### src/rtl/cache_arbiter.sv
// Arbitrates the split I/D cache pmem ports onto one physical memory port.
// Round-robin on conflict, latched request, one idle RELEASE cycle per transaction.
module cache_arbiter #(
  parameter int ADDR_WIDTH = 16,
  parameter int LINE_WIDTH = 128
) (
  input  logic                  clk,
  input  logic                  rst_n,
  // I-cache side
  input  logic                  i_pmem_read,
  input  logic [ADDR_WIDTH-1:0] i_pmem_address,
  output logic [LINE_WIDTH-1:0] i_pmem_rdata,
  output logic                  i_pmem_resp,
  // D-cache side
  input  logic                  d_pmem_read,
  input  logic                  d_pmem_write,
  input  logic [ADDR_WIDTH-1:0] d_pmem_address,
  input  logic [LINE_WIDTH-1:0] d_pmem_wdata,
  output logic [LINE_WIDTH-1:0] d_pmem_rdata,
  output logic                  d_pmem_resp,
  // physical memory side
  output logic                  pmem_read,
  output logic                  pmem_write,
  output logic [ADDR_WIDTH-1:0] pmem_address,
  output logic [LINE_WIDTH-1:0] pmem_wdata,
  input  logic [LINE_WIDTH-1:0] pmem_rdata,
  input  logic                  pmem_resp,
  output logic                  busy
);

  localparam int OFFSET_BITS = $clog2(LINE_WIDTH / 8);
  localparam logic [ADDR_WIDTH-1:0] ADDR_MASK = {ADDR_WIDTH{1'b1}} << OFFSET_BITS;

  typedef enum logic [1:0] {
    ST_IDLE,
    ST_SERVE_I,
    ST_SERVE_D,
    ST_RELEASE
  } state_t;

  typedef enum logic {
    GRANT_I,
    GRANT_D
  } grant_t;

  state_t                r_state;
  grant_t                r_last_grant;
  logic [ADDR_WIDTH-1:0] r_addr;
  logic [LINE_WIDTH-1:0] r_wdata;
  logic                  r_pmem_read;
  logic                  r_pmem_write;

  logic w_i_req;
  logic w_d_req;
  logic w_grant_d;
  logic w_i_resp;
  logic w_d_resp;

  assign w_i_req = i_pmem_read;
  assign w_d_req = d_pmem_read | d_pmem_write;
  // On a conflict the side that did not win last time takes the grant.
  assign w_grant_d = w_d_req & (~w_i_req | (r_last_grant == GRANT_I));

  // NOTE: sequential state uses non-blocking assignments so every register
  // samples pre-edge values regardless of statement order.
  always_ff @(posedge clk or negedge rst_n) begin
    if (!rst_n) begin
      r_state      <= ST_IDLE;
      r_last_grant <= GRANT_I;
      r_addr       <= '0;
      r_wdata      <= '0;
      r_pmem_read  <= 1'b0;
      r_pmem_write <= 1'b0;
    end else begin
      case (r_state)
        ST_IDLE: begin
          if (w_grant_d) begin
            r_state      <= ST_SERVE_D;
            r_last_grant <= GRANT_D;
            r_addr       <= d_pmem_address & ADDR_MASK;
            r_wdata      <= d_pmem_wdata;
            r_pmem_write <= d_pmem_write;
            r_pmem_read  <= ~d_pmem_write;
          end else if (w_i_req) begin
            r_state      <= ST_SERVE_I;
            r_last_grant <= GRANT_I;
            r_addr       <= i_pmem_address & ADDR_MASK;
            r_wdata      <= '0;
            r_pmem_write <= 1'b0;
            r_pmem_read  <= 1'b1;
          end
        end
        ST_SERVE_I, ST_SERVE_D: begin
          if (pmem_resp) begin
            r_state      <= ST_RELEASE;
            r_pmem_read  <= 1'b0;
            r_pmem_write <= 1'b0;
          end
        end
        ST_RELEASE: r_state <= ST_IDLE;
        default:    r_state <= ST_IDLE;
      endcase
    end
  end

  // Responses pass straight through in the completing cycle, gated to the owner.
  assign w_i_resp = (r_state == ST_SERVE_I) & pmem_resp;
  assign w_d_resp = (r_state == ST_SERVE_D) & pmem_resp;

  assign i_pmem_resp  = w_i_resp;
  assign d_pmem_resp  = w_d_resp;
  assign i_pmem_rdata = w_i_resp ? pmem_rdata : '0;
  assign d_pmem_rdata = w_d_resp ? pmem_rdata : '0;

  assign pmem_read    = r_pmem_read;
  assign pmem_write   = r_pmem_write;
  assign pmem_address = r_addr;
  assign pmem_wdata   = r_wdata;
  assign busy         = (r_state != ST_IDLE);

endmodule

### config.mk
export PLATFORM = sky130hd
export DESIGN_NAME = cache_arbiter
export DESIGN_NICKNAME = d
export VERILOG_FILES = /design/src/rtl/cache_arbiter.sv
export SDC_FILE = /design/constraint.sdc
export NUM_CORES = 1
export LEC_CHECK = 0
export ABC_AREA = 1
export CAP_MARGIN = 20
export CORE_AREA = 2 2 273 275
export CTS_CLUSTER_DIAMETER = 100
export DETAILED_ROUTE_END_ITERATION = 8
export DIE_AREA = 0 0 275 277
export PLACE_DENSITY = 0.42
export SKIP_CTS_REPAIR_TIMING = 1
export SYNTH_ARGS = -nofsm -noshare
export SYNTH_HDL_FRONTEND = slang
export SYNTH_SLANG_ARGS = --single-unit
### constraint.sdc
create_clock -name clk -period 3.2 [get_ports clk]
set_input_delay 0.96 -clock clk [delete_from_list [all_inputs] [get_ports clk]]
set_output_delay 0.96 -clock clk [all_outputs]
set_load 0.02 [all_outputs]
After elaboration in Yosys (flattened, before gate mapping) --
Cells that the tools add are included.
Word-level totals: bits in registers 149, latch bits 0, bits in read-only memories 0, bits in writable memories 0, logic and storage cells 45, memories 0, output and inout bits 405, bits of input ports 294
Cells by class: magnitude comparators 0, reductions and logical operators 8, equal/unequal tests 5, muxes and demuxes 18, bitwise gates (word level) 8, $mul 0, divide/modulo/power cells 0, shift-type cells 0, add/subtract/negate cells 0
Operators by type and width (number):
- $mux 128 | 4
- $mux 16 | 2
- $mux 1 | 6
- $mux 2 | 3
- $pmux 2 s3 | 1
- $reduce_bool 2->1 | 3
- $eq 2x2->1 const B | 2
- $pmux 1 s2 | 2
- $reduce_and 2->1 | 2
- $and 1x1->1 | 3
- $ne 3x3->1 const B | 1
- $not 1->1 | 3
- $reduce_and 3->1 | 1
- $eq 2x1->1 const B | 1
- $logic_not 2->1 | 1
- $ne 2x2->1 const B | 1
- $or 1x1->1 | 2
- $reduce_or 2->1 | 1

Depth between registers and ports, before layout --
Gate-level depths: netlist of the first run.
depth in word-level cells 5, depth in mapped cells 8, mapped depth without buffers 7

Worst setup path after synthesis of the first run --
Ideal clock, no wire load.
path type input-to-output, start input pmem_resp, end output d_pmem_resp, slack 0.470 ns, path buffers 2, arrival time 1.770 ns, cell stages on the path 4, required time 2.240 ns, cells stage by stage nand2_1 -> clkbuf_1 -> buf_1 -> inv_1
Between the ends: longest elaborated chain between the ends 1
RTL lines:
- start, declared | line 27 | input logic pmem_resp,
- $and 1x1->1 | line 108 | assign w_d_resp = (r_state == ST_SERVE_D) & pmem_resp;
- end, declared | line 20 | output logic d_pmem_resp,
No other way between the ends.

Final worst setup path of the first run --
start register r_state[0], end output d_pmem_rdata[59]
Between the ends: longest elaborated chain between the ends 3
RTL lines:
- start, declared | line 46 | state_t r_state;
- start signal, assigned | line 68 | r_state <= ST_IDLE;
- start signal, assigned | line 78 | r_state <= ST_SERVE_D;
- start signal, assigned | line 85 | r_state <= ST_SERVE_I;
- $eq 2x2->1 | line 108
- $and 1x1->1 | line 108
- $mux 128 | line 113 | assign d_pmem_rdata = w_d_resp ? pmem_rdata : '0;
- end, declared | line 19 | output logic [LINE_WIDTH-1:0] d_pmem_rdata,
No other way between the ends.

==> flow_summary.yaml, run 1 <==
run_status:
  outcome: "finished clean"
die:
  ioPinCount: 699
  die_area_um2: 76200
  rows: 100
  core_um2: 73600
  die_h_um: 277
  initial_core_util: 0.100
  dieWidth_um: 275
logic_synthesis:
  synth_simple_gate_area_frac: 0.382
  yosys_warnings: 0
  synth_top_family_by_area: "simple AND/OR/NAND/NOR gates"
  synth_cell_types: 17
  synth_xor_area_frac: 0
  synth-compound-area-share: 0.00611
  synth_seq_area_share: 0.493
  ys_ff_latch: 145
  syn_area_per_cell_um2: 6.68
  yosys.area_share.adder: 0.00679
  synthMuxAreaShare: 0
  syn_inst: 1103
  synth_area_um2: 7370
drt:
  wl_per_cell_um: 17.8
  dr.pass1.iters: 4
  drtIter0Drc: 329
  wirelength_um: 50200
  drc_errors: 0
  via_count: 9460
  avgViaCountPerCell: 3.36
  ant_nets: 0
placement:
  portBuffers: 686
  globalplace.congestion: 0.881
  dp_cells: 2779
  place_hpwl_um: 42000
  dp_slack_ns: -0.574
clocking:
  insertion_delay_ns: 0.44
  cts_sinks: 145
  cts.clk_slew.worst_paths_ns: 0.06
  htree_levels: 4
  cts_buffers: 17
  cts_root_buf: "clkbuf_16"
  clk_path_buf_depth: 2
  cts_tree: "yes"
final_layout:
  nets: 2127
  layout_common_cells: "463 x nand2_1, 424 x clkdlybuf4s50_1, 259 x nor2_1"
  fin_cells: 2816
  syn_to_final_growth_pct: 134
  fin_util: 0.234
  drive_gt1_frac: 0.0907
  mostFrequentLayoutCell: "nand2_1"
  multi_input_area_um2: 2950
  nFillCells: 8120
  seqCellArea_um2: 3630
timing:
  clock_skew_ns: 0.0119
  final.setup.worst_slack_ns: 0.154
  timing_hold_violations_final: 0
  fin_crit_ns: 3.05
  setup_violations: 0
  drv_slew: 0
  worst_pin_slew_ns: 0.649
  post-route-period-util: 0.952
  fmax_mhz: 328
  rsz0062_at_grt: "no"
  slew-limit-headroom: 0.567
global_route:
  grt_overflow: 0
  track_usage: 0.126
  antenna_found_initial: 20
  grt_pass1_wl_um: 68900
  grt_pass1_vias: 9779
  grt_max_degree: 104
pwr:
  ir_worst_vdd_uv: 448
  p_sw_frac: 0.442
  p_sw_mw: 5.57
  sequentialPowerShare: 0.243
  p_int_mw: 7.03
  p_comb_frac: 0.586
  p_per_area_nw_per_um2: 732
  report.power.total_mw: 12.6
  p_clk_frac: 0.171
  p_leak_nw: 11.8
setup_path:
  required_ns: 2.24
  endpoint_kind: "primary output"
  critical_path.startpoint_type: "flip-flop"
  critPathArrivalTime_ns: 2.09
  crit_start: "r_state[0]"
  crit_type: "reg -> out"
  r2r_cells: 8
  reg2reg_from: "r_state[1]"
  timing.rr.end: "pmem_wdata[74]"
  cp_max_fo: 68
  rrSetupSlack_ns: 1.23
run:
  cap_violations: 0
hold_path:
  whs_endpoint: "pmem_wdata[79]"
  hold_depth: 2
  hold_path_class: "reg -> reg"
  holdCritStartpoint: "pmem_wdata[79]"
==> through the flow <==
stage	TNS (ns)	area, um2	hold WS [ns]
3_5_place_dp	-108.71	16000	0.457
4_1_cts	-108.13	16700	0.473
5_1_grt	0	17200	0.491
3_3_place_gp	-103.28	16000	0.456
6_report	0	17200	0.467
2_1_floorplan	0	7380	0.474
==> sequential cells by signal (all words and copies together), names as in the netlist <==
signal and flops:
pmem_address 12, pmem_read 1, pmem_wdata 128, pmem_write 1, r_last_grant 1, r_state 2
==> cell usage after synthesis, drive strengths merged <==
cell type / number / area, um2
dfrtp: 145 / 3630
ha: 4 / 50.1
nand2: 467 / 1760
clkbuf: 31 / 116
inv: 139 / 522
nor2: 260 / 976
conb: 1 / 3.75
nand3: 16 / 80.1
buf: 34 / 188
o21ai: 3 / 30.0
a21oi: 3 / 15.0
==> worst max path at each step <==
stage	endpoint	slack (ns)	depth (start not counted)
after floorplan	d_pmem_resp	0.47	4
after detailed placement	i_pmem_rdata[60]	-0.57	6
after global routing	d_pmem_rdata[59]	0.03	7
final	d_pmem_rdata[59]	0.15	7
after CTS	i_pmem_rdata[60]	-0.58	6
after global placement	i_pmem_rdata[17]	-0.53	6
==> area by class of cell <==
type	instances	share of cell area
sequential	145	0.211
antenna	5	0.000727
inverter	139	0.0303
clock inverter	14	0.0105
clock buffer	18	0.0255
tap	969	0.0704
multi-input combinational	757	0.171
timing repair buffer	769	0.481
==> cell families (layout without fill, tap and decap cells) <==
group / count (synthesis) / count (layout)
simple gates: 743 / 743
buf+inv: 204 / 940
compound gates: 6 / 6
other cells: 1 / 9
fa+ha+maj: 4 / 4
flops: 145 / 145
==> power by group through the flow <==
stage,registers [mW],clock network (mW),logic [mW]
2_1_floorplan,3.98,0,2.57
3_3_place_gp,3.06,0,7.62
3_5_place_dp,3.08,0,7.61
4_1_cts,3.08,2.26,7.63
5_1_grt,3.18,2.32,8.02
6_report,3.07,2.15,7.38
==> critical path, stage by stage, from the launching register on <==
cell,delay [ns]
dfrtp_1,0.39
inv_1,0.11
ha_1,0.20
nand2_4,0.11
buf_16,0.21
buf_4,0.19
nor2_1,0.21
buf_12,0.15
==> metal layers <==
layer / vias up / global-route usage / part of all wire
li1: 4606 / - / -
met5: - / 0 / 0.0013
met2: 441 / 0.225 / 0.50
met3: 68 / 0.0443 / 0.089
met1: 4335 / 0.134 / 0.37
met4: 10 / 0.0503 / 0.032
No activity file was read; power rests on OpenSTA's default activity.
==> run 2: changes to the inputs <==
Clock period 3.2 ns to 3.9 ns, I/O delays scaled along.
==> run 2 against run 1 <==
Worst hold slack improved by 0.00069 ns; clock skew fell by 0.0022 ns; sequential power fell by 18%; non-clock buffer count decreased by 32; via count decreased by 0.97%; first-iteration DRC count grew 18%; highest routed layer unchanged.
==> flow_summary.yaml, run 2 (same netlist as run 1, synthesis figures left out) <==
setup_path:
  reg2reg_from: "r_state[0]"
  r2r_cells: 7
  rrSetupSlack_ns: 2.03
  critical_path.startpoint_type: "primary input"
  required_ns: 2.73
  critPathArrivalTime_ns: 2.62
  crit_path_top_delay_cell: "clkdlybuf4s50_1"
  cp_slowest_stage_delay_ns: 0.61
  timing.rr.end: "pmem_wdata[65]"
  crit_type: "in -> out"
  cp_max_fo: 38
  endpoint_kind: "primary output"
  crit_chain: "dlymetal6s2s_1 > nand2_4 > buf_12 > buf_4 > nor2_1 > clkdlybuf4s50_1"
pwr:
  report.power.total_mw: 10.5
  p_leak_nw: 9.74
  ir_worst_vdd_uv: 357
  p_per_area_nw_per_um2: 628
drt:
  wl_per_cell_um: 18.1
  ant_nets: 0
  drc_errors: 0
  dr.pass1.iters: 5
  drtIter0Drc: 388
  wirelength_um: 50400
  via_count: 9368
  avgViaCountPerCell: 3.37
global_route:
  antenna_found_initial: 18
  grt_max_degree: 113
  grt_overflow: 0
  met2_usage: 0.234
  met3_usage: 0.0464
  track_usage: 0.127
  grt_pass1_vias: 9710
  grt_util_met1: 0.131
  top_usage_layer: "met2"
  grt_pass1_wl_um: 68900
die:
  rows: 100
  initial_core_util: 0.100
  die_h_um: 277
  dieWidth_um: 275
  core_um2: 73600
  die_area_um2: 76200
  ioPinCount: 699
timing:
  fin_crit_ns: 3.79
  final.setup.worst_slack_ns: 0.109
  slew-limit-headroom: 0.449
  drv_slew: 0
  fmax_mhz: 264
  setup_violations: 0
  rsz0062_at_grt: "no"
  clock_skew_ns: 0.00969
  worst_pin_slew_ns: 0.827
  post-route-period-util: 0.972
  timing_hold_violations_final: 0
final_layout:
  mostFrequentLayoutCell: "clkdlybuf4s50_1"
  syn_to_final_growth_pct: 127
  postLayoutCellArea_um2: 16700
  nFillCells: 8081
  layout_common_cells: "537 x clkdlybuf4s50_1, 463 x nand2_1, 259 x nor2_1"
  drive_gt1_frac: 0.0713
  largest_reg_flops: 128
  nets: 2095
placement:
  dpl_cell_area_um2: 15800
  globalplace.congestion: 0.861
  portBuffers: 686
  place_hpwl_um: 42400
  dp_slack_ns: -0.294
hold_path:
  whs_endpoint: "pmem_wdata[30]"
  holdCritStartpoint: "pmem_wdata[30]"
  hold_path_class: "reg -> reg"
  hold_depth: 2
clocking:
  cts_buffers: 17
  cts_sinks: 145
  htree_levels: 4
  cts.clk_slew.worst_paths_ns: 0.06
  clk_path_buf_depth: 2
  cts_root_buf: "clkbuf_16"
  insertion_delay_ns: 0.45
  cts_tree: "yes"
run:
  cap_violations: 0
run_status:
  outcome: "finished clean"
## run 2: how the worst max path moves through the flow
stage / startpoint / end / slack, ns
floorplan: pmem_resp / d_pmem_resp / 0.75
global placement: pmem_resp / i_pmem_rdata[17] / -0.28
detailed placement: pmem_resp / d_pmem_rdata[49] / -0.29
CTS: pmem_resp / d_pmem_rdata[49] / -0.29
global route: pmem_resp / i_pmem_rdata[14] / 0.05
finish: pmem_resp / i_pmem_rdata[73] / 0.11
## run 2: per-stage QoR
step                      hold WS (ns)  TNS (ns)  utilization  std cells
after floorplan                  0.474         0            -       1106
after global placement           0.456    -44.26        0.215       2747
after detailed placement         0.458    -46.79        0.215       2747
after CTS                        0.474    -46.26        0.223       2779
after global routing             0.486         0        0.227       2783
final                            0.468         0        0.227       2783
## run 2: cell type report
class / count / area, um2 / area share
timing repair buffer: 737 / 7750 / 0.464
inverter: 139 / 522 / 0.0312
multi-input combinational: 757 / 2950 / 0.176
tap: 969 / 1210 / 0.0725
sequential: 145 / 3630 / 0.217
clock buffer: 21 / 440 / 0.0263
antenna: 4 / 10.0 / 0.000599
clock inverter: 11 / 205 / 0.0123
## run 2: worst max-delay path: cells and delay by family
family                 cells  cell delay [ns]
buffers and inverters      4             1.21
AND/OR/NAND/NOR            2             0.17
## run 2: power by group
group | internal, mW | total (mW) | switching (mW)
logic | 2.62 | 6.14 | 3.51
registers | 2.16 | 2.51 | 0.352
clock network | 1.15 | 1.85 | 0.706
## run 2: metal layers
layer,routed length (um),vias up,part of all wire
met1,18300,4320,0.36
met5,48,-,0.00095
met3,4610,57,0.092
met2,26200,443,0.52
li1,-,4540,-
met4,1240,8,0.025
==> run 3: changes to the inputs <==
Settings changed: CORE_AREA 2 2 273 275 to 3 3 274 276, DIE_AREA 0 0 275 277 to 0 0 277 279.
==> run 3 against run 2 <==
First-iteration DRC count down 24%; total power fell by 0.64%; clock skew rose by 0.0089 ns; wire length grew 8.5%; clock power fell by 6%; count of clock-buffer cells in the layout is 3 lower; critical endpoint is now i_pmem_rdata[89]; non-clock buffer count up 5; largest cell class unchanged; critical path type unchanged; cell count barely moved; via count grew 1.2%; worst hold slack about the same.
==> flow_summary.yaml, run 3 (same netlist as run 1, synthesis figures left out) <==
clocking:
  htree_levels: 4
  cts_tree: "yes"
  clk_path_buf_depth: 2
  cts_sinks: 145
  insertion_delay_ns: 0.44
  cts_root_buf: "clkbuf_16"
  cts_buffers: 17
  cts.clk_slew.worst_paths_ns: 0.06
die:
  die_area_um2: 77300
  ioPinCount: 699
  die_h_um: 279
  core_um2: 72800
  rows: 99
  dieWidth_um: 277
  initial_core_util: 0.101
pwr:
  ir_worst_vdd_uv: 356
  p_leak_nw: 8.05
  p_sw_mw: 4.67
  p_comb_frac: 0.594
  p_clk_frac: 0.166
  p_int_mw: 5.77
  sequentialPowerShare: 0.240
  report.power.total_mw: 10.4
  p_per_area_nw_per_um2: 628
  p_sw_frac: 0.447
setup_path:
  crit_path_top_delay_cell: "clkdlybuf4s50_1"
  rrSetupSlack_ns: 1.75
  r2r_cells: 7
  crit_start: "pmem_resp"
  crit_type: "in -> out"
  crit_chain: "dlymetal6s2s_1 > nand2_4 > buf_12 > nor2_1 > clkdlybuf4s50_1"
  cp_slowest_stage_delay_ns: 0.66
  timing.rr.end: "pmem_wdata[4]"
  cp_max_fo: 67
  critPathArrivalTime_ns: 2.65
  reg2reg_from: "r_state[0]"
  endpoint_kind: "primary output"
  required_ns: 2.73
  critical_path.startpoint_type: "primary input"
global_route:
  antenna_found_initial: 23
  grt_pass1_wl_um: 75000
  grt_overflow: 0
  track_usage: 0.136
  grt_pass1_vias: 9791
  grt_max_degree: 95
timing:
  fmax_mhz: 262
  drv_slew: 0
  fin_crit_ns: 3.82
  post-route-period-util: 0.978
  worst_pin_slew_ns: 0.713
  rsz0062_at_grt: "no"
  timing_hold_violations_final: 0
  slew-limit-headroom: 0.525
  clock_skew_ns: 0.0186
  final.setup.worst_slack_ns: 0.0848
  setup_violations: 0
drt:
  ant_nets: 0
  drtIter0Drc: 296
  dr.pass1.iters: 5
  avgViaCountPerCell: 3.41
  drc_errors: 0
  via_count: 9476
  wirelength_um: 54600
  wl_per_cell_um: 19.6
final_layout:
  syn_to_final_growth_pct: 125
  mostFrequentLayoutCell: "clkdlybuf4s50_1"
  fin_util: 0.228
  multi_input_area_um2: 2950
  nets: 2100
  layout_common_cells: "624 x clkdlybuf4s50_1, 463 x nand2_1, 259 x nor2_1"
  largest_reg_flops: 128
  nFillCells: 8094
  seqCellArea_um2: 3630
  drive_gt1_frac: 0.0837
hold_path:
  hold_depth: 2
  hold_path_class: "reg -> reg"
  holdCritStartpoint: "pmem_wdata[25]"
  whs_endpoint: "pmem_wdata[25]"
run:
  cap_violations: 0
run_status:
  outcome: "finished clean"
placement:
  place_hpwl_um: 46900
  globalplace.congestion: 0.894
  portBuffers: 686
  dp_slack_ns: -0.316
-- run 3: worst max-delay path, delay by kind of cell --
family / cells / cell delay (ns)
buffers and inverters: 3 / 1.09
and+or+nand+nor: 2 / 0.30
-- run 3: how the worst max path moves through the flow --
stage / cells past startpoint / slack, ns / to
2_1_floorplan: 4 / 0.75 / d_pmem_resp
3_3_place_gp: 5 / -0.26 / i_pmem_rdata[89]
3_5_place_dp: 5 / -0.32 / d_pmem_rdata[93]
4_1_cts: 5 / -0.33 / d_pmem_rdata[93]
5_1_grt: 5 / 0.005 / i_pmem_rdata[101]
6_report: 5 / 0.08 / i_pmem_rdata[89]
-- run 3: final cells by class --
type | count | area share
antenna | 8 | 0.00121
sequential | 145 | 0.218
tap | 959 | 0.0722
inverter | 139 | 0.0314
clock buffer | 18 | 0.0264
timing repair buffer | 742 | 0.463
multi-input combinational | 757 | 0.178
clock inverter | 14 | 0.00994
-- run 3: power groups by stage --
stage	sequential [mW]	combinational, mW	clock [mW]
3_5_place_dp	2.52	6.34	0
6_report	2.51	6.20	1.73
5_1_grt	2.59	6.69	1.88
4_1_cts	2.52	6.35	1.82
2_1_floorplan	3.27	2.11	0
3_3_place_gp	2.51	6.32	0
-- run 3: stage by stage --
stage	hold slack, ns	area [um2]	cells	TNS [ns]
6_report	0.468	16600	2782	0
2_1_floorplan	0.474	7380	1106	0
3_3_place_gp	0.454	16000	2742	-39.17
5_1_grt	0.487	16600	2778	0
3_5_place_dp	0.458	16000	2742	-44.63
4_1_cts	0.473	16600	2774	-47.65
-- run 3: metal layers --
metal | part of all wire | GRT usage | vias up | wire length [um]
met3 | 0.089 | 0.0514 | 64 | 4840
li1 | - | - | 4554 | -
met1 | 0.34 | 0.134 | 4395 | 18800
met2 | 0.54 | 0.263 | 455 | 29500
met5 | 0.00093 | 0 | - | 51
met4 | 0.025 | 0.0360 | 8 | 1380
